**src/rtl/decode_if.sv**
```systemverilog
// Fetch-to-decode and decode-to-execute handshake bundle for the decode stage.
// slave = the decode stage itself; master = the surrounding pipeline.
interface decode_if #(
    parameter int XLEN  = 32,
    parameter int CNT_W = 16
);
    logic             in_valid;
    logic             in_ready;
    logic [31:0]      in_instr;
    logic [XLEN-1:0]  in_pc;
    logic             flush;
    logic             out_valid;
    logic             out_ready;
    logic [XLEN-1:0]  out_pc;
    logic [4:0]       out_rd;
    logic [4:0]       out_rs1;
    logic [4:0]       out_rs2;
    logic [XLEN-1:0]  out_imm;
    logic             out_write_enable;
    logic             out_mem_write_enable;
    logic             out_mem_to_reg;
    logic             out_alu_src;
    logic             out_branch;
    logic             out_jump;
    logic             out_jalr;
    logic [3:0]       out_alu_op;
    logic [2:0]       out_funct3;
    logic             out_invalid;
    logic [CNT_W-1:0] illegal_count;

    modport slave (
        input  in_valid, in_instr, in_pc, flush, out_ready,
        output in_ready, out_valid, out_pc, out_rd, out_rs1, out_rs2, out_imm,
               out_write_enable, out_mem_write_enable, out_mem_to_reg, out_alu_src,
               out_branch, out_jump, out_jalr, out_alu_op, out_funct3, out_invalid,
               illegal_count
    );

    modport master (
        output in_valid, in_instr, in_pc, flush, out_ready,
        input  in_ready, out_valid, out_pc, out_rd, out_rs1, out_rs2, out_imm,
               out_write_enable, out_mem_write_enable, out_mem_to_reg, out_alu_src,
               out_branch, out_jump, out_jalr, out_alu_op, out_funct3, out_invalid,
               illegal_count
    );
endinterface

```
**src/rtl/decode_stage.sv**
```systemverilog
// RV32I decode stage: decodes fetch instruction into a registered control/immediate bundle.
// Latency: 1 cycle from accept to out_valid.
// Backpressure: in_ready = !out_valid || out_ready; bundle held stable while out_ready is low.
module decode_stage #(
    parameter int XLEN     = 32,
    parameter int ENABLE_M = 0,
    parameter int CNT_W    = 16
) (
    input  logic    clk,
    input  logic    rst,
    decode_if.slave bus
);
    localparam logic [3:0] OP_ADD = 4'b0000, OP_SUB = 4'b0001, OP_SLL = 4'b0010,
                           OP_SLT = 4'b0011, OP_SLTU = 4'b0100, OP_XOR = 4'b0101,
                           OP_SRL = 4'b0110, OP_SRA = 4'b0111, OP_OR = 4'b1000,
                           OP_AND = 4'b1001, OP_MUL = 4'b1010, OP_PASSB = 4'b1011;

    typedef struct packed {
        logic [XLEN-1:0] pc;
        logic [4:0]      rd;
        logic [4:0]      rs1;
        logic [4:0]      rs2;
        logic [XLEN-1:0] imm;
        logic            we;
        logic            mem_we;
        logic            mem_to_reg;
        logic            alu_src;
        logic            branch;
        logic            jump;
        logic            jalr;
        logic [3:0]      alu_op;
        logic [2:0]      funct3;
        logic            invalid;
    } bundle_t;

    bundle_t           dec;
    bundle_t           out_q;
    logic              valid_q;
    logic [CNT_W-1:0]  cnt_q;
    logic              accept;
    logic signed [31:0] imm32;
    logic [6:0]        opcode;
    logic [2:0]        f3;
    logic [6:0]        f7;
    logic [31:0]       instr;

    // funct3 to ALU op for the shared OP / OP-IMM encodings (funct7 variants handled by caller)
    function automatic logic [3:0] base_op(input logic [2:0] fn3);
        case (fn3)
            3'b000:  base_op = OP_ADD;
            3'b001:  base_op = OP_SLL;
            3'b010:  base_op = OP_SLT;
            3'b011:  base_op = OP_SLTU;
            3'b100:  base_op = OP_XOR;
            3'b101:  base_op = OP_SRL;
            3'b110:  base_op = OP_OR;
            default: base_op = OP_AND;
        endcase
    endfunction

    assign instr  = bus.in_instr;
    assign opcode = instr[6:0];
    assign f3     = instr[14:12];
    assign f7     = instr[31:25];

    always_comb begin
        dec        = '0;
        imm32      = '0;
        dec.pc     = bus.in_pc;
        dec.rd     = instr[11:7];
        dec.rs1    = instr[19:15];
        dec.rs2    = instr[24:20];
        dec.funct3 = f3;
        case (opcode)
            7'b0110011: begin
                dec.we = 1'b1;
                if (f7 == 7'b0000000)                             dec.alu_op = base_op(f3);
                else if (f7 == 7'b0100000 && f3 == 3'b000)        dec.alu_op = OP_SUB;
                else if (f7 == 7'b0100000 && f3 == 3'b101)        dec.alu_op = OP_SRA;
                else if (ENABLE_M != 0 && f7 == 7'b0000001 && f3 == 3'b000) dec.alu_op = OP_MUL;
                else                                              dec.invalid = 1'b1;
            end
            7'b0010011: begin
                dec.we      = 1'b1;
                dec.alu_src = 1'b1;
                imm32       = {{20{instr[31]}}, instr[31:20]};
                if (f3 == 3'b001)
                    dec.invalid = (f7 != 7'b0000000);
                if (f3 == 3'b101 && f7 == 7'b0100000)
                    dec.alu_op = OP_SRA;
                else if (f3 == 3'b101 && f7 != 7'b0000000)
                    dec.invalid = 1'b1;
                else
                    dec.alu_op = base_op(f3);
            end
            7'b0000011: begin
                dec.we         = 1'b1;
                dec.mem_to_reg = 1'b1;
                dec.alu_src    = 1'b1;
                imm32          = {{20{instr[31]}}, instr[31:20]};
            end
            7'b0100011: begin
                dec.mem_we  = 1'b1;
                dec.alu_src = 1'b1;
                imm32       = {{20{instr[31]}}, instr[31:25], instr[11:7]};
            end
            7'b1100011: begin
                dec.branch  = 1'b1;
                dec.alu_op  = OP_SUB;
                dec.invalid = (f3 == 3'b010) || (f3 == 3'b011);
                imm32       = {{20{instr[31]}}, instr[7], instr[30:25], instr[11:8], 1'b0};
            end
            7'b1101111: begin
                dec.we   = 1'b1;
                dec.jump = 1'b1;
                imm32    = {{12{instr[31]}}, instr[19:12], instr[20], instr[30:21], 1'b0};
            end
            7'b1100111: begin
                dec.we      = 1'b1;
                dec.jalr    = 1'b1;
                dec.alu_src = 1'b1;
                dec.invalid = (f3 != 3'b000);
                imm32       = {{20{instr[31]}}, instr[31:20]};
            end
            7'b0110111: begin
                dec.we      = 1'b1;
                dec.alu_src = 1'b1;
                dec.alu_op  = OP_PASSB;
                imm32       = {instr[31:12], 12'b0};
            end
            7'b0010111: begin
                dec.we      = 1'b1;
                dec.alu_src = 1'b1;
                imm32       = {instr[31:12], 12'b0};
            end
            default: dec.invalid = 1'b1;
        endcase
        dec.imm = XLEN'(imm32);
        // An invalid instruction must not cause any side effect downstream
        if (dec.invalid) begin
            dec.we         = 1'b0;
            dec.mem_we     = 1'b0;
            dec.mem_to_reg = 1'b0;
            dec.alu_src    = 1'b0;
            dec.branch     = 1'b0;
            dec.jump       = 1'b0;
            dec.jalr       = 1'b0;
            dec.alu_op     = OP_ADD;
            dec.imm        = '0;
        end
    end

    assign bus.in_ready = !valid_q || bus.out_ready;
    assign accept       = bus.in_valid && bus.in_ready && !bus.flush;

    always_ff @(posedge clk or posedge rst) begin
        if (rst) begin
            out_q   <= '0;
            valid_q <= 1'b0;
            cnt_q   <= '0;
        end else begin
            if (bus.flush) begin
                valid_q <= 1'b0;
            end else if (accept) begin
                valid_q <= 1'b1;
                out_q   <= dec;
            end else if (bus.out_ready) begin
                valid_q <= 1'b0;
            end
            if (accept && dec.invalid && cnt_q != '1)
                cnt_q <= cnt_q + CNT_W'(1);
        end
    end

    assign bus.out_valid            = valid_q;
    assign bus.out_pc               = out_q.pc;
    assign bus.out_rd               = out_q.rd;
    assign bus.out_rs1              = out_q.rs1;
    assign bus.out_rs2              = out_q.rs2;
    assign bus.out_imm              = out_q.imm;
    assign bus.out_write_enable     = out_q.we;
    assign bus.out_mem_write_enable = out_q.mem_we;
    assign bus.out_mem_to_reg       = out_q.mem_to_reg;
    assign bus.out_alu_src          = out_q.alu_src;
    assign bus.out_branch           = out_q.branch;
    assign bus.out_jump             = out_q.jump;
    assign bus.out_jalr             = out_q.jalr;
    assign bus.out_alu_op           = out_q.alu_op;
    assign bus.out_funct3           = out_q.funct3;
    assign bus.out_invalid          = out_q.invalid;
    assign bus.illegal_count        = cnt_q;
endmodule

```
**src/flat_wrapper.sv**
```systemverilog
// flat-port wrapper written by rule: the top's interface ports become plain ports
module decode_stage_flat 
#(
    parameter int XLEN     = 32,
    parameter int ENABLE_M = 0,
    parameter int CNT_W    = 16
)
  (clk, rst, bus_in_valid, bus_in_instr, bus_in_pc, bus_flush, bus_out_ready, bus_in_ready, bus_out_valid, bus_out_pc, bus_out_rd, bus_out_rs1, bus_out_rs2, bus_out_imm, bus_out_write_enable, bus_out_mem_write_enable, bus_out_mem_to_reg, bus_out_alu_src, bus_out_branch, bus_out_jump, bus_out_jalr, bus_out_alu_op, bus_out_funct3, bus_out_invalid, bus_illegal_count);
  decode_if #(.XLEN(XLEN), .CNT_W(CNT_W)) bus_i ();
  input  logic clk;
  input  logic rst;
  input wire logic [$bits(bus_i.in_valid)-1:0] bus_in_valid;
  input wire logic [$bits(bus_i.in_instr)-1:0] bus_in_instr;
  input wire logic [$bits(bus_i.in_pc)-1:0] bus_in_pc;
  input wire logic [$bits(bus_i.flush)-1:0] bus_flush;
  input wire logic [$bits(bus_i.out_ready)-1:0] bus_out_ready;
  output wire logic [$bits(bus_i.in_ready)-1:0] bus_in_ready;
  output wire logic [$bits(bus_i.out_valid)-1:0] bus_out_valid;
  output wire logic [$bits(bus_i.out_pc)-1:0] bus_out_pc;
  output wire logic [$bits(bus_i.out_rd)-1:0] bus_out_rd;
  output wire logic [$bits(bus_i.out_rs1)-1:0] bus_out_rs1;
  output wire logic [$bits(bus_i.out_rs2)-1:0] bus_out_rs2;
  output wire logic [$bits(bus_i.out_imm)-1:0] bus_out_imm;
  output wire logic [$bits(bus_i.out_write_enable)-1:0] bus_out_write_enable;
  output wire logic [$bits(bus_i.out_mem_write_enable)-1:0] bus_out_mem_write_enable;
  output wire logic [$bits(bus_i.out_mem_to_reg)-1:0] bus_out_mem_to_reg;
  output wire logic [$bits(bus_i.out_alu_src)-1:0] bus_out_alu_src;
  output wire logic [$bits(bus_i.out_branch)-1:0] bus_out_branch;
  output wire logic [$bits(bus_i.out_jump)-1:0] bus_out_jump;
  output wire logic [$bits(bus_i.out_jalr)-1:0] bus_out_jalr;
  output wire logic [$bits(bus_i.out_alu_op)-1:0] bus_out_alu_op;
  output wire logic [$bits(bus_i.out_funct3)-1:0] bus_out_funct3;
  output wire logic [$bits(bus_i.out_invalid)-1:0] bus_out_invalid;
  output wire logic [$bits(bus_i.illegal_count)-1:0] bus_illegal_count;
  assign bus_i.in_valid = bus_in_valid;
  assign bus_i.in_instr = bus_in_instr;
  assign bus_i.in_pc = bus_in_pc;
  assign bus_i.flush = bus_flush;
  assign bus_i.out_ready = bus_out_ready;
  assign bus_in_ready = bus_i.in_ready;
  assign bus_out_valid = bus_i.out_valid;
  assign bus_out_pc = bus_i.out_pc;
  assign bus_out_rd = bus_i.out_rd;
  assign bus_out_rs1 = bus_i.out_rs1;
  assign bus_out_rs2 = bus_i.out_rs2;
  assign bus_out_imm = bus_i.out_imm;
  assign bus_out_write_enable = bus_i.out_write_enable;
  assign bus_out_mem_write_enable = bus_i.out_mem_write_enable;
  assign bus_out_mem_to_reg = bus_i.out_mem_to_reg;
  assign bus_out_alu_src = bus_i.out_alu_src;
  assign bus_out_branch = bus_i.out_branch;
  assign bus_out_jump = bus_i.out_jump;
  assign bus_out_jalr = bus_i.out_jalr;
  assign bus_out_alu_op = bus_i.out_alu_op;
  assign bus_out_funct3 = bus_i.out_funct3;
  assign bus_out_invalid = bus_i.out_invalid;
  assign bus_illegal_count = bus_i.illegal_count;
  decode_stage #(.XLEN(XLEN), .ENABLE_M(ENABLE_M), .CNT_W(CNT_W)) u_core (.clk(clk), .rst(rst), .bus(bus_i));
endmodule
```
**config.mk**
```make
export PLATFORM = sky130hd
export DESIGN_NAME = decode_stage_flat
export DESIGN_NICKNAME = d
export VERILOG_FILES = /design/src/rtl/decode_if.sv /design/src/rtl/decode_stage.sv /design/src/flat_wrapper.sv
export SDC_FILE = /design/constraint.sdc
export NUM_CORES = 1
export LEC_CHECK = 0
export BUFFER_PORTS_ARGS = -buffer_cell sky130_fd_sc_hd__buf_2
export CAP_MARGIN = 20
export CORE_ASPECT_RATIO = 1.5
export CORE_UTILIZATION = 37
export DETAILED_ROUTE_END_ITERATION = 12
export PLACE_DENSITY_LB_ADDON = 0.05
export SLEW_MARGIN = 15
export SYNTH_ARGS = -nofsm -noshare
export SYNTH_HDL_FRONTEND = slang
export SYNTH_SLANG_ARGS = --single-unit
```
**constraint.sdc**
```tcl
create_clock -name clk -period 3.7 [get_ports clk]
set_clock_uncertainty 0.2 [all_clocks]
set_input_delay 0.555 -clock clk [delete_from_list [all_inputs] [get_ports clk]]
set_output_delay 0.555 -clock clk [all_outputs]
set_load 0.01 [all_outputs]
```
After elaboration in Yosys (flattened, before gate mapping)
Index checks and enable logic that the tools add are counted.
- add/subtract/negate cells: 1
- bitwise operators: 1
- reductions and logical operators: 22
- equal/unequal tests: 17
- multiplexer cells: 26
- operators with widths (cell ; number):
    32-bit one-hot mux with 5 select lines ; 1
    43-bit 2-to-1 mux ; 1
    7-bit by 6-bit == test with 1-bit output, second input constant ; 4
    4-bit one-hot mux with 7 select lines ; 1
    7-bit == test, second input constant ; 3
    16-bit by 1-bit adder with 16-bit output, second input constant ; 1
    1-bit 2-to-1 mux ; 16
    4-bit 2-to-1 mux ; 4
    16-bit inequality test, second input constant ; 1
    4-bit one-hot mux with 4 select lines ; 1
    7-bit by 5-bit == test with 1-bit output, second input constant ; 2
    3-bit == test, second input constant ; 3
    7-bit by 2-bit == test with 1-bit output, second input constant ; 1
    1-bit logical AND ; 7
    7-bit logical NOT ; 1
    7-bit nonzero test ; 1
    7-bit OR reduction ; 1
    3-bit by 2-bit == test with 1-bit output, second input constant ; 2
    3-bit nonzero test ; 2
    6-bit OR reduction ; 1
    1-bit one-hot mux with 5 select lines ; 1
    5-bit OR reduction ; 1
    3-bit by 1-bit == test with 1-bit output, second input constant ; 1
    3-bit logical NOT ; 1
    other kinds (7) ; 9
- input port bits: 69
- output and inout port bits: 112
- logic and storage cells: 84
- flip-flop bits (word level): 111

Depth between registers and ports, before layout
Gate-level depths: netlist (run 1).
- word-level depth: 8
- gate-level depth with buffers: 9

Worst setup path after synthesis (run 1)
Ideal clock, no wire load.
- path type: in2reg
- start: in bus_in_instr[2]
- end: reg u_core.out_q (netlist bit u_core.bus.out_imm[10])
- cell stages on the path: 9
- arrival: 2.048 ns
- buffers on the path: 3
- setup time: 0.121 ns
- slack: 1.331 ns
- data required time: 3.379 ns
- path through: buf_6 -> and4bb_4 -> and3_4 -> a31oi_4 -> and3_1 -> buf_2 -> and2_1 -> buf_2 -> a22o_1
- cells in the longest elaborated chain, start to end: 4
- ends and longest elaborated chain (element ; line ; RTL):
    start: declaration ; flat_wrapper.sv:13 ; input wire logic [$bits(bus_i.in_instr)-1:0] bus_in_instr;
    7-bit by 6-bit == test with 1-bit output, or another cell as far along ; decode_stage.sv:74 ; case (opcode)
    5-bit OR reduction (no line), or another cell as far along ; -- ;
    1-bit one-hot mux with 5 select lines / 32-bit one-hot mux with 5 select lines (equally long branches) ; decode_stage.sv:74 ;
    43-bit 2-to-1 mux * ; decode_stage.sv:140 ; if (dec.invalid) begin
    end signal: assignment ; decode_stage.sv:158 ; out_q <= '0;
    end signal: assignment ; decode_stage.sv:166 ; out_q <= dec;
    end: declaration ; decode_stage.sv:37 ; bundle_t out_q;
Every way passes the cells marked *; elsewhere a longest branch is shown, timed or not.
A chain may end at the register's enable or synchronous reset.

Worst setup path in the final report (run 1)
- start: reg u_core.cnt_q[4] (netlist: u_core.bus.illegal_count[4])
- end: reg u_core.cnt_q[10] (netlist: u_core.bus.illegal_count[10])
- cells in the longest elaborated chain, start to end: 2
- ends and longest elaborated chain (element ; line ; RTL):
    start: declaration ; decode_stage.sv:39 ; logic [CNT_W-1:0] cnt_q;
    start signal: assignment ; decode_stage.sv:171 ; cnt_q <= cnt_q + CNT_W'(1);
    branches (longest 2 deep; another with 16-bit by 1-bit adder with 16-bit output) ; -- ;
Parallel ways; which one is timed is not known.

==> Implementation_results.wiki, run 1 <==
{| class="wikitable"
! Metric !! Value
|-
| Clock edge transition at the registers on the reported setup and hold paths || 0.07 ns
|-
| First DRT Iteration DRCs || 210
|-
| Synth async-reset ratio || 100%
|-
| Floorplan die area || 14100 sq um
|-
| Global Route Usage Sum || 20.8%
|-
| Area taken by multi-input logic gates || 2090 sq um
|-
| Achievable frequency || 395 MHz
|-
| Share of final-layout standard cells stronger than drive strength 1 || 29.5%
|-
| Number of filler cells placed in the layout || 1311
|-
| I/O pin count || 181
|-
| Headroom to the max-slew limit || 38.3%
|-
| Switching share of power || 27.1%
|-
| Vias in the first global route || 4442
|-
| Post-synthesis sequential element count || 111
|-
| Number of nets in the finished design || 777
|-
| Detail-routed via count per cell || 5.13
|-
| Synth area leaders || sky130_fd_sc_hd__dfrtp_1 55%, sky130_fd_sc_hd__nand2_1 14%, sky130_fd_sc_hd__a22o_1 3.6%
|-
| Detailed-placement wirelength estimate || 10300 microns
|-
| Register area share after synthesis || 55.0%
|-
| Combinational cell fraction of total power || 15.9%
|-
| Routed WL per cell || 16.4 microns
|-
| RSZ-0062 raised after global routing || no
|-
| Residual DRC count || 0
|-
| Relative contribution of sequential cells to total power || 47.6%
|-
| Final number of setup-violating endpoints || 0
|-
| Switching power of the nets || 0.000793 W
|-
| Number of max-slew violations in the final report || 0
|-
| Wire length of the first global-routing pass || 23500 microns
|-
| Clock period minus final worst setup slack || 2.53 ns
|-
| DR pass1 iterations || 4
|-
| Number of instances in the synthesized netlist || 545
|-
| Post-Syn Area per Cell || 9.27 sq um
|-
| H-tree depth reported by CTS || 3
|-
| Pin slew with the least headroom to its limit || 0.926 ns
|-
| TritonCTS Sinks || 111
|-
| Power Internal || 0.00213 W
|-
| Classification of the worst-slack hold path || input pin to flip-flop
|-
| Syn_nets || 615
|-
| Worst reg-to-reg setup slack || 1.17 ns
|-
| Post-detailed-route count of antenna-violating nets || 0
|-
| Library cell occupying the most area in the post-synthesis netlist || sky130_fd_sc_hd__dfrtp_1
|-
| Netlist Area Pre-Place || 5050 sq um
|-
| Number of flops mapped to enable cells by yosys || 0
|-
| Total of cells resized after clock tree synthesis || 0
|-
| Count of buffers from port buffering || 180
|-
| Clock group share of total power || 36.5%
|-
| Reported leakage power || 3.51 nW
|-
| Gp weighted congestion || 0.892
|-
| Number of antenna violations at the first check in global routing || 0
|-
| Pwr Density || 458 nW/um^2
|-
| Post-CTS Hold Buffers || 0
|-
| Maximum number of pins on one net before global-route repair || 96
|-
| Total Neg Setup Slack || 0 ns
|-
| Nature of the critical path startpoint || flip-flop
|-
| Required time at the endpoint of the critical path || 3.72 ns
|-
| Number of hold violations in the final report || 0
|-
| Final worst path period share || 68.3%
|-
| TritonCTS clock tree || yes
|-
| Starting density of the core || 38.4%
|-
| Maximum fanout along the worst path || 8
|-
| Final cell utilization of the core || 48.6%
|-
| Number of antenna diodes || 0
|-
| Std-Cell Core Area || 13100 sq um
|-
| Run status || finished clean
|-
| Horiz. Die Dim || 97.4 microns
|-
| Area Growth Syn to Fin || 26.5%
|-
| Type of element capturing the critical path || flip-flop
|-
| Worst VDD drop || 0.000338 V
|-
| Area taken by flip-flops and latches || 2780 sq um
|-
| Buffer levels on the longest clock path || 2
|-
| Height of the chip || 145 microns
|-
| Cell chosen for the clock root || sky130_fd_sc_hd__clkbuf_16
|-
| Number of CTS-inserted buffers || 9
|-
| Clock insertion delay at the later pin of the skew report || 0.35 ns
|-
| Worst Path Arrival || 2.55 ns
|-
| Leading register cell type out of synthesis || sky130_fd_sc_hd__dfrtp_1
|-
| Global route total overflow || 0
|-
| Number of different library cells in the post-synthesis netlist || 46
|-
| Share of the synthesized area in the top cell type || 55.0%
|-
| Sum of routed wire length over all layers || 14300 microns
|-
| FP Rows || 51
|-
| Number of warnings issued by yosys || 0
|-
| Number of maximum-capacitance constraint violations || 0
|-
| Setup CP Type || flip-flop to flip-flop
|-
| Post-CTS setup-driven buffer insertion count || 0
|-
| Routed vias || 4463
|}
## power groups by stage
stage	Clock, W	Sequential [W]	Combinational [W]
2_1_floorplan	0	0.00147	0.000201
3_3_place_gp	0	0.00141	0.000466
3_5_place_dp	0	0.00142	0.000471
4_1_cts	0.00110	0.00139	0.000474
5_1_grt	0.00115	0.00141	0.000519
6_report	0.00107	0.00139	0.000466
## per-layer routing
metal  GRT usage, %  vias to the layer above  part of all wire, %
met1           26.4                     2152                   42
met4           5.51                        0                  1.2
met2           36.1                      143                   52
li1               -                     2156                    -
met3           3.71                       12                  4.8
met5              0                        -                    0
## final cells by class
class                   count  share of cell area [%]
repair buffers            186                    15.2
multi-input cells         394                    32.7
flip-flops and latches    111                    43.5
inverters                   5                   0.333
clock inverters             4                    1.19
well taps                 159                    3.11
clock buffers              11                    3.96
## cells in the final DEF, fill, tap and decap left out, types with 6 or more instances in the layout
cell type                   instances
sky130_fd_sc_hd__a21o_1            13
sky130_fd_sc_hd__a21oi_1           20
sky130_fd_sc_hd__clkbuf_16          9
sky130_fd_sc_hd__dfrtp_1          111
sky130_fd_sc_hd__nor3_1             7
sky130_fd_sc_hd__a22o_1            21
sky130_fd_sc_hd__xor2_1             8
sky130_fd_sc_hd__o21ai_0           28
sky130_fd_sc_hd__xnor2_1            9
sky130_fd_sc_hd__buf_2            180
sky130_fd_sc_hd__nand2_1          189
sky130_fd_sc_hd__nand4_1            8
sky130_fd_sc_hd__nand3_1           10
sky130_fd_sc_hd__nor2b_1            6
sky130_fd_sc_hd__a22oi_1            6
sky130_fd_sc_hd__and3_1             6
sky130_fd_sc_hd__nor2_1            21
## synthesized netlist by cell type, drive strengths merged (8+ instances only)
cell and count:
a21o 13, a21oi 20, a22o 21, buf 12, clkbuf 23, dfrtp 111, nand2 189, nand3 11
nand4 8, nor2 21, o21ai 31, xnor2 9, xor2 8
## worst paths after layout
check / startpoint / endpoint / cells after the start
min in group asynchronous: rst / u_core.bus.out_pc[4] / 2
worst min register to register: u_core.bus.out_pc[20] / u_core.bus.out_pc[20] / 2
worst max-delay path: u_core.bus.illegal_count[4] / u_core.bus.illegal_count[10] / 6
worst min-delay path: bus_in_pc[8] / u_core.bus.out_pc[8] / 3
max in group asynchronous: rst / u_core.bus.out_imm[28] / 3
worst max register to register: u_core.bus.illegal_count[4] / u_core.bus.illegal_count[10] / 6
## cell families after synthesis
logic type / Yosys count / share of synthesized area (%)
XOR/XNOR: 17 / 2.95
adder cells (fa/ha/maj): 1 / 0.248
AO/OA/AOI/OAI: 109 / 14.8
flip-flops: 111 / 55.0
multiplexers: 1 / 0.198
AND/OR/NAND/NOR: 266 / 23.1
buffers and inverters: 40 / 3.69
## through the flow
| stage | hold slack (ns) | power (W) | cell area [sq um] | worst slack (ns) | cells |
|---|---|---|---|---|---|
| 4_1_cts | 0.184 | 0.00296 | 6390 | 1.14 | 870 |
| 3_5_place_dp | 0.256 | 0.00189 | 6060 | 0.919 | 855 |
| 6_report | 0.192 | 0.00293 | 6390 | 1.17 | 870 |
| 3_3_place_gp | 0.252 | 0.00188 | 6060 | 1.01 | 855 |
| 2_1_floorplan | 0.307 | 0.00167 | 5050 | 0.0143 | 545 |
| 5_1_grt | 0.181 | 0.00308 | 6390 | 1.02 | 870 |
## critical path: stages, from the launching register on
cell,delay [ns]
sky130_fd_sc_hd__dfrtp_1,0.43
sky130_fd_sc_hd__and4_1,0.26
sky130_fd_sc_hd__nand4_1,0.27
sky130_fd_sc_hd__o31ai_1,0.54
sky130_fd_sc_hd__a31o_1,0.43
sky130_fd_sc_hd__nor3_1,0.12
sky130_fd_sc_hd__xor2_1,0.15
Note: power is estimated with default switching activity, not from simulation.
==> run 2, diff against run 1 <==
Clock period 3.7 ns to 2.65 ns, I/O delays scaled along.
==> Implementation_results.wiki, run 2 (synthesized netlist as in run 1, its figures left out) <==
{| class="wikitable"
! Metric !! Value
|-
| Worst Path Arrival || 2.27 ns (was 2.55 ns)
|-
| Maximum fanout along the worst path || 8 (unchanged)
|-
| Horiz. Die Dim || 97.4 microns (unchanged)
|-
| Global route total overflow || 0 (unchanged)
|-
| Total Neg Setup Slack || 0 ns (unchanged)
|-
| Cell depth of the worst flop-to-flop path || 6 (unchanged)
|-
| I/O pin count || 181 (unchanged)
|-
| Run status || finished clean (unchanged)
|-
| Number of maximum-capacitance constraint violations || 0 (unchanged)
|-
| Classification of the worst-slack hold path || input pin to async pin (was input pin to flip-flop)
|-
| Clock period minus final worst setup slack || 2.25 ns (was 2.53 ns)
|-
| Clock insertion delay at the later pin of the skew report || 0.34 ns (was 0.35 ns)
|-
| Placed instance area || 6120 sq um (was 6060 sq um)
|-
| Total of cells resized after clock tree synthesis || 0 (unchanged)
|-
| First DRT Iteration DRCs || 208 (was 210)
|-
| Cell total after placement || 863 (was 855)
|-
| Area Growth Syn to Fin || 27.5% (was 26.5%)
|-
| Starting density of the core || 38.4% (unchanged)
|-
| FP Rows || 51 (unchanged)
|-
| Achievable frequency || 445 MHz (was 395 MHz)
|-
| Headroom to the max-slew limit || 60.1% (was 38.3%)
|-
| Worst flop-to-flop path startpoint || u_core.bus.illegal_count[4] (unchanged)
|-
| Number of CTS-inserted buffers || 9 (unchanged)
|-
| Final worst path period share || 84.8% (was 68.3%)
|-
| Critical Path End || u_core.bus.illegal_count[12] (was u_core.bus.illegal_count[10])
|-
| Worst VDD drop || 0.000353 V (was 0.000338 V)
|-
| Share of final-layout standard cells stronger than drive strength 1 || 30.4% (was 29.5%)
|-
| Commonest cells after routing, fill and taps aside || 189 x sky130_fd_sc_hd__nand2_1, 180 x sky130_fd_sc_hd__buf_2, 111 x sky130_fd_sc_hd__dfrtp_1, 28 x sky130_fd_sc_hd__o21ai_0 (unchanged)
|-
| Setup CP Type || flip-flop to flip-flop (unchanged)
|-
| Number of nets in the finished design || 785 (was 777)
|-
| Pin slew with the least headroom to its limit || 0.599 ns (was 0.926 ns)
|-
| RSZ-0062 raised after global routing || no (unchanged)
|-
| Required time at the endpoint of the critical path || 2.67 ns (was 3.72 ns)
|-
| Routed vias || 4515 (was 4463)
|-
| Maximum number of pins on one net before global-route repair || 112 (was 96)
|-
| Most common cell after layout, fill and taps aside || sky130_fd_sc_hd__nand2_1 (unchanged)
|-
| Origin of the worst setup path || u_core.bus.illegal_count[4] (unchanged)
|-
| Global Route Usage Sum || 20.7% (was 20.8%)
|-
| Detail-routed via count per cell || 5.14 (was 5.13)
|-
| Number of non-filler instances in the completed layout || 879 (was 870)
|-
| Pwr Density || 626 nW/um^2 (was 458 nW/um^2)
|-
| Number of hold violations in the final report || 0 (unchanged)
|-
| Post-detailed-route count of antenna-violating nets || 0 (unchanged)
|-
| Post-CTS setup-driven buffer insertion count || 0 (unchanged)
|-
| Family with the most delay on the worst path || compound AO/OA/AOI/OAI gates (unchanged)
|-
| Buffer levels on the longest clock path || 2 (unchanged)
|-
| Std-Cell Core Area || 13100 sq um (unchanged)
|-
| Delay of the slowest cell on the worst path || 0.45 ns (was 0.54 ns)
|-
| Final number of setup-violating endpoints || 0 (unchanged)
|-
| Cell breakdown of the critical path || and4_1 -> nand4_1 -> o31ai_1 -> a31o_1 -> nor3_1 -> xor2_1 (unchanged)
|-
| Gp weighted congestion || 0.838 (was 0.892)
|-
| DR pass1 iterations || 5 (was 4)
|-
| Total non-filler cell area in the finished layout || 6440 sq um (was 6390 sq um)
|-
| TritonCTS clock tree || yes (unchanged)
|-
| Height of the chip || 145 microns (unchanged)
|-
| Reported leakage power || 3.54 nW (was 3.51 nW)
|-
| Number of antenna diodes || 0 (unchanged)
|-
| TritonCTS Sinks || 111 (unchanged)
|-
| Post-CTS Hold Buffers || 0 (unchanged)
|-
| Number of filler cells placed in the layout || 1304 (was 1311)
|-
| Clock edge transition at the registers on the reported setup and hold paths || 0.08 ns (was 0.07 ns)
|-
| Floorplan die area || 14100 sq um (unchanged)
|-
| H-tree depth reported by CTS || 3 (unchanged)
|-
| Worst reg2reg endpoint || u_core.bus.illegal_count[12] (was u_core.bus.illegal_count[10])
|-
| Buf+Inv Stages, Crit Path || 0 (unchanged)
|-
| Detailed-placement wirelength estimate || 10300 microns (about the same)
|-
| Type of element capturing the critical path || flip-flop (unchanged)
|-
| Vias in the first global route || 4527 (was 4442)
|-
| Nature of the critical path startpoint || flip-flop (unchanged)
|-
| Residual DRC count || 0 (unchanged)
|-
| Number of antenna violations at the first check in global routing || 0 (unchanged)
|-
| Cell chosen for the clock root || sky130_fd_sc_hd__clkbuf_16 (unchanged)
|-
| Routed WL per cell || 16.3 microns (was 16.4 microns)
|-
| Highest-delay cell along the critical path || sky130_fd_sc_hd__dfrtp_1 (was sky130_fd_sc_hd__o31ai_1)
|-
| Count of buffers from port buffering || 180 (unchanged)
|-
| Sum of routed wire length over all layers || 14400 microns (was 14300 microns)
|-
| Worst reg-to-reg setup slack || 0.40 ns (was 1.17 ns)
|-
| Wire length of the first global-routing pass || 23700 microns (was 23500 microns)
|-
| Number of max-slew violations in the final report || 0 (unchanged)
|-
| WP depth || 6 (unchanged)
|}
## run 2: cell count changes in the layout (fill, tap and decap cells not counted), sizes merged
cell,previous run,this run
buf,186,194
clkinvlp,1,2
inv,6,5
clkinv,0,2
bufinv,2,1
## run 2: per-stage QoR
stage	hold WS, ns	power (W)	util (%)	setup WS, ns
final	0.0247	0.00403	49.0	0.403
after CTS	0.0212	0.00409	49.0	0.321
after global routing	0.0264	0.00424	49.0	0.244
after global placement	0.251	0.00263	46.6	0.214
after detailed placement	0.253	0.00264	46.6	0.169
after floorplan	0.264	0.00233	-	0.438
## run 2: worst min path at each step
stage | endpoint | start | depth (start not counted)
6_report | u_core.bus.out_imm[23] | rst | 3
4_1_cts | u_core.bus.out_pc[9] | bus_in_pc[9] | 3
3_3_place_gp | u_core.bus.out_pc[20] | u_core.bus.out_pc[20] | 2
5_1_grt | u_core.bus.out_pc[7] | bus_in_pc[7] | 3
2_1_floorplan | u_core.bus.out_valid | bus_flush | 1
3_5_place_dp | u_core.bus.out_alu_src | u_core.bus.out_alu_src | 2
## run 2: tightest hold or removal path: cells and delay by family
family,cells,cell delay [ns]
buffers and inverters,3,0.63
## run 2: area by class of cell
class | instances | area (sq um) | share of cell area (%)
Clock inverter | 5 | 63.8 | 0.991
Clock buffer | 11 | 253 | 3.93
Sequential cell | 111 | 2780 | 43.1
Tap cell | 159 | 199 | 3.09
Inverter | 5 | 22.5 | 0.350
Multi-Input combinational cell | 394 | 2090 | 32.5
Timing Repair Buffer | 194 | 1030 | 16.0
## run 2: report_power, final
group          switching (W)  internal [W]  total [W]
combinational       0.000392      0.000261   0.000653
sequential          0.000102       0.00184    0.00195
clock               0.000637      0.000793    0.00143
## run 2: routing by layer
metal  global-route usage (%)  wire length (microns)  vias up
met1                     26.8                   6070     2166
met2                     34.7                   7230      161
li1                         -                      -     2170
met3                     3.71                    777       18
met5                        0                      0        -
met4                     7.21                    278        0
==> run 3, diff against run 2 <==
Clock period 2.65 ns to 1.81 ns, I/O delays scaled along.
==> Implementation_results.wiki, run 3 (synthesized netlist as in run 1, its figures left out) <==
{| class="wikitable"
! Metric !! Value
|-
| Nature of the critical path startpoint || flip-flop (unchanged)
|-
| Number of hold violations in the final report || 0 (unchanged)
|-
| TritonCTS Sinks || 111 (unchanged)
|-
| Share of final-layout standard cells stronger than drive strength 1 || 38.4% (was 30.4%)
|-
| Most Frequent Cell on Critical Path || sky130_fd_sc_hd__and3_4
|-
| Pre-CTS setup slack || -0.412 ns (was 0.169 ns)
|-
| I/O pin count || 181 (unchanged)
|-
| Pwr Density || 808 nW/um^2 (was 626 nW/um^2)
|-
| Maximum fanout along the worst path || 5 (was 8)
|-
| RSZ-0062 raised after global routing || yes (was no)
|-
| Routed vias || 5030 (was 4515)
|-
| First DRT Iteration DRCs || 240 (was 208)
|-
| Residual DRC count || 0 (unchanged)
|-
| FP Rows || 51 (unchanged)
|-
| Cell chosen for the clock root || sky130_fd_sc_hd__clkbuf_16 (unchanged)
|-
| Setup CP Type || flip-flop to flip-flop (unchanged)
|-
| Global Route Usage Sum || 23.6% (was 20.7%)
|-
| Sum of routed wire length over all layers || 16400 microns (was 14400 microns)
|-
| Cell breakdown of the critical path || ha_4 -> and3_4 -> nand2_4 -> o31ai_4 -> a31oi_4 -> buf_6 -> and3_4 -> xor2_1 (was and4_1 -> nand4_1 -> o31ai_1 -> a31o_1 -> nor3_1 -> xor2_1)
|-
| Clock insertion delay at the later pin of the skew report || 0.34 ns (about the same)
|-
| Clock period minus final worst setup slack || 1.96 ns (was 2.25 ns)
|-
| Number of antenna violations at the first check in global routing || 0 (unchanged)
|-
| Wire length of the first global-routing pass || 26600 microns (was 23700 microns)
|-
| Detail-routed via count per cell || 4.99 (was 5.14)
|-
| Pin slew with the least headroom to its limit || 0.617 ns (was 0.599 ns)
|-
| Final number of setup-violating endpoints || 46 (was 0)
|-
| Detailed-placement wirelength estimate || 11400 microns (was 10300 microns)
|-
| Least setup slack across all paths after layout || -0.150 ns (was 0.403 ns)
|-
| Number of maximum-capacitance constraint violations || 0 (unchanged)
|-
| Final worst path period share || 108% (was 84.8%)
|-
| Area taken by multi-input logic gates || 2290 sq um (was 2090 sq um)
|-
| Gp weighted congestion || 0.873 (was 0.838)
|-
| Family with the most delay on the worst path || compound AO/OA/AOI/OAI gates (unchanged)
|-
| Total Neg Setup Slack || -2.20 ns (was 0 ns)
|-
| H-tree depth reported by CTS || 3 (unchanged)
|-
| Area taken by flip-flops and latches || 2780 sq um (about the same)
|-
| Floorplan die area || 14100 sq um (unchanged)
|-
| Routed WL per cell || 16.2 microns (was 16.3 microns)
|-
| Clock edge transition at the registers on the reported setup and hold paths || 0.07 ns (was 0.08 ns)
|-
| Type of element capturing the critical path || flip-flop (unchanged)
|-
| Headroom to the max-slew limit || 58.8% (was 60.1%)
|-
| Delay of the slowest cell on the worst path || 0.40 ns (was 0.45 ns)
|-
| Horiz. Die Dim || 97.4 microns (unchanged)
|-
| Reported leakage power || 4.20 nW (was 3.54 nW)
|-
| Post-detailed-route count of antenna-violating nets || 0 (unchanged)
|-
| Std-Cell Core Area || 13100 sq um (unchanged)
|-
| Required time at the endpoint of the critical path || 1.85 ns (was 2.67 ns)
|-
| Height of the chip || 145 microns (unchanged)
|-
| Run status || complete, but fails checks (was finished clean)
|-
| Number of antenna diodes || 0 (unchanged)
|-
| TritonCTS clock tree || yes (unchanged)
|-
| Count of buffers from port buffering || 180 (unchanged)
|-
| DR pass1 iterations || 4 (was 5)
|-
| Most common cell after layout, fill and taps aside || sky130_fd_sc_hd__nand2_1 (unchanged)
|-
| Global route total overflow || 0 (unchanged)
|-
| Highest-delay cell along the critical path || sky130_fd_sc_hd__dfrtp_1 (unchanged)
|-
| Maximum number of pins on one net before global-route repair || 64 (was 112)
|-
| Classification of the worst-slack hold path || input pin to flip-flop (was input pin to async pin)
|-
| Buf+Inv Stages, Crit Path || 1 (was 0)
|-
| Number of max-slew violations in the final report || 0 (unchanged)
|-
| Worst VDD drop || 0.000548 V (was 0.000353 V)
|-
| Area Growth Syn to Fin || 53.8% (was 27.5%)
|-
| Worst Path Arrival || 2.00 ns (was 2.27 ns)
|-
| Failing checks || negative setup slack
|-
| Achievable frequency || 510 MHz (was 445 MHz)
|-
| Number of filler cells placed in the layout || 1174 (was 1304)
|-
| Starting density of the core || 38.4% (unchanged)
|-
| Pwr Total || 0.00627 W (was 0.00403 W)
|-
| Number of nets in the finished design || 915 (was 785)
|-
| Buffer levels on the longest clock path || 2 (unchanged)
|-
| Vias in the first global route || 5153 (was 4527)
|-
| Number of CTS-inserted buffers || 9 (unchanged)
|-
| Commonest cells after routing, fill and taps aside || 187 x sky130_fd_sc_hd__nand2_1, 181 x sky130_fd_sc_hd__buf_2, 110 x sky130_fd_sc_hd__dfrtp_1, 87 x sky130_fd_sc_hd__buf_4, 47 x sky130_fd_sc_hd__dlygate4sd3_1 (was 189 x sky130_fd_sc_hd__nand2_1, 180 x sky130_fd_sc_hd__buf_2, 111 x sky130_fd_sc_hd__dfrtp_1, 28 x sky130_fd_sc_hd__o21ai_0)
|}
==> run 3: changes by cell type in the layout (fill, tap and decap cells not counted), moves of 3 or more <==
cell / delta
sky130_fd_sc_hd__buf_4: +75
sky130_fd_sc_hd__dlygate4sd3_1: +47
sky130_fd_sc_hd__nor3_1: -5
sky130_fd_sc_hd__o21ai_0: -5
sky130_fd_sc_hd__nor3_2: +4
sky130_fd_sc_hd__and3_1: -3
sky130_fd_sc_hd__and3_4: +3
sky130_fd_sc_hd__buf_12: +3
sky130_fd_sc_hd__buf_6: +3
sky130_fd_sc_hd__o21ai_1: +3
==> run 3: worst register-to-register path, stage by stage, from the launching register on <==
cell	delay (ns)
sky130_fd_sc_hd__dfrtp_1	0.40
sky130_fd_sc_hd__ha_4	0.15
sky130_fd_sc_hd__and3_4	0.20
sky130_fd_sc_hd__nand2_4	0.05
sky130_fd_sc_hd__o31ai_4	0.34
sky130_fd_sc_hd__a31oi_4	0.09
sky130_fd_sc_hd__buf_6	0.17
sky130_fd_sc_hd__and3_4	0.15
sky130_fd_sc_hd__xor2_1	0.13
==> run 3: path summary, 6_finish.rpt <==
kind,to,depth (start not counted),slack [ns],start
worst max-delay path,u_core.bus.illegal_count[13],8,-0.15,u_core.bus.illegal_count[1]
worst min-delay path,u_core.bus.out_valid,3,0.02,bus_flush
worst max register to register,u_core.bus.illegal_count[13],8,-0.15,u_core.bus.illegal_count[1]
worst min register to register,u_core.bus.out_pc[28],2,0.27,u_core.bus.out_pc[28]
max in group asynchronous,u_core.bus.out_rs1[1],4,0.48,rst
min in group asynchronous,u_core.bus.out_imm[21],4,0.37,rst
==> run 3: timing repair <==
item                                    4_1_cts  5_1_grt
hold buffers                                 47        0
endpoints found under the setup margin      102      108
hold endpoints to repair                    157        0
pin swaps                                     9       12
setup buffers                                 6        2
cloned                                        1        1
resized for setup                            27       14
==> run 3: routing by layer <==
metal / wire [microns] / up-vias / track usage, % / part of all wire [%]
li1: - / 2444 / - / -
met1: 6760 / 2421 / 28.7 / 41
met2: 8550 / 136 / 41.7 / 52
met3: 598 / 29 / 3.28 / 3.7
met4: 464 / 0 / 9.19 / 2.8
met5: 0 / - / 0 / 0
==> run 3: final cells by class <==
type,count,area share (%)
flip-flops and latches,111,35.8
clock buffers,10,3.08
repair buffers,323,27.9
clock inverters,6,0.951
inverters,5,0.290
well taps,159,2.56
multi-input cells,395,29.5
==> run 3: stage by stage <==
stage | area, sq um | cells | utilization, % | hold slack (ns)
finish | 7760 | 1009 | 59.1 | 0.0204
global route | 7760 | 1009 | 59.1 | 0.0109
CTS | 7680 | 1006 | 58.4 | 0.00986
detailed placement | 6750 | 937 | 51.3 | 0.205
global placement | 6750 | 937 | 51.3 | 0.202
floorplan | 5120 | 545 | - | 0.138
==> run 3: power by group <==
group	switching (W)	total [W]	internal [W]	leakage, nW
Combinational	0.000709	0.00136	0.000652	2.60
Clock	0.000954	0.00209	0.00113	0.148
Sequential	0.000125	0.00283	0.00270	1.46
Total	0.00179	0.00627	0.00449	4.20
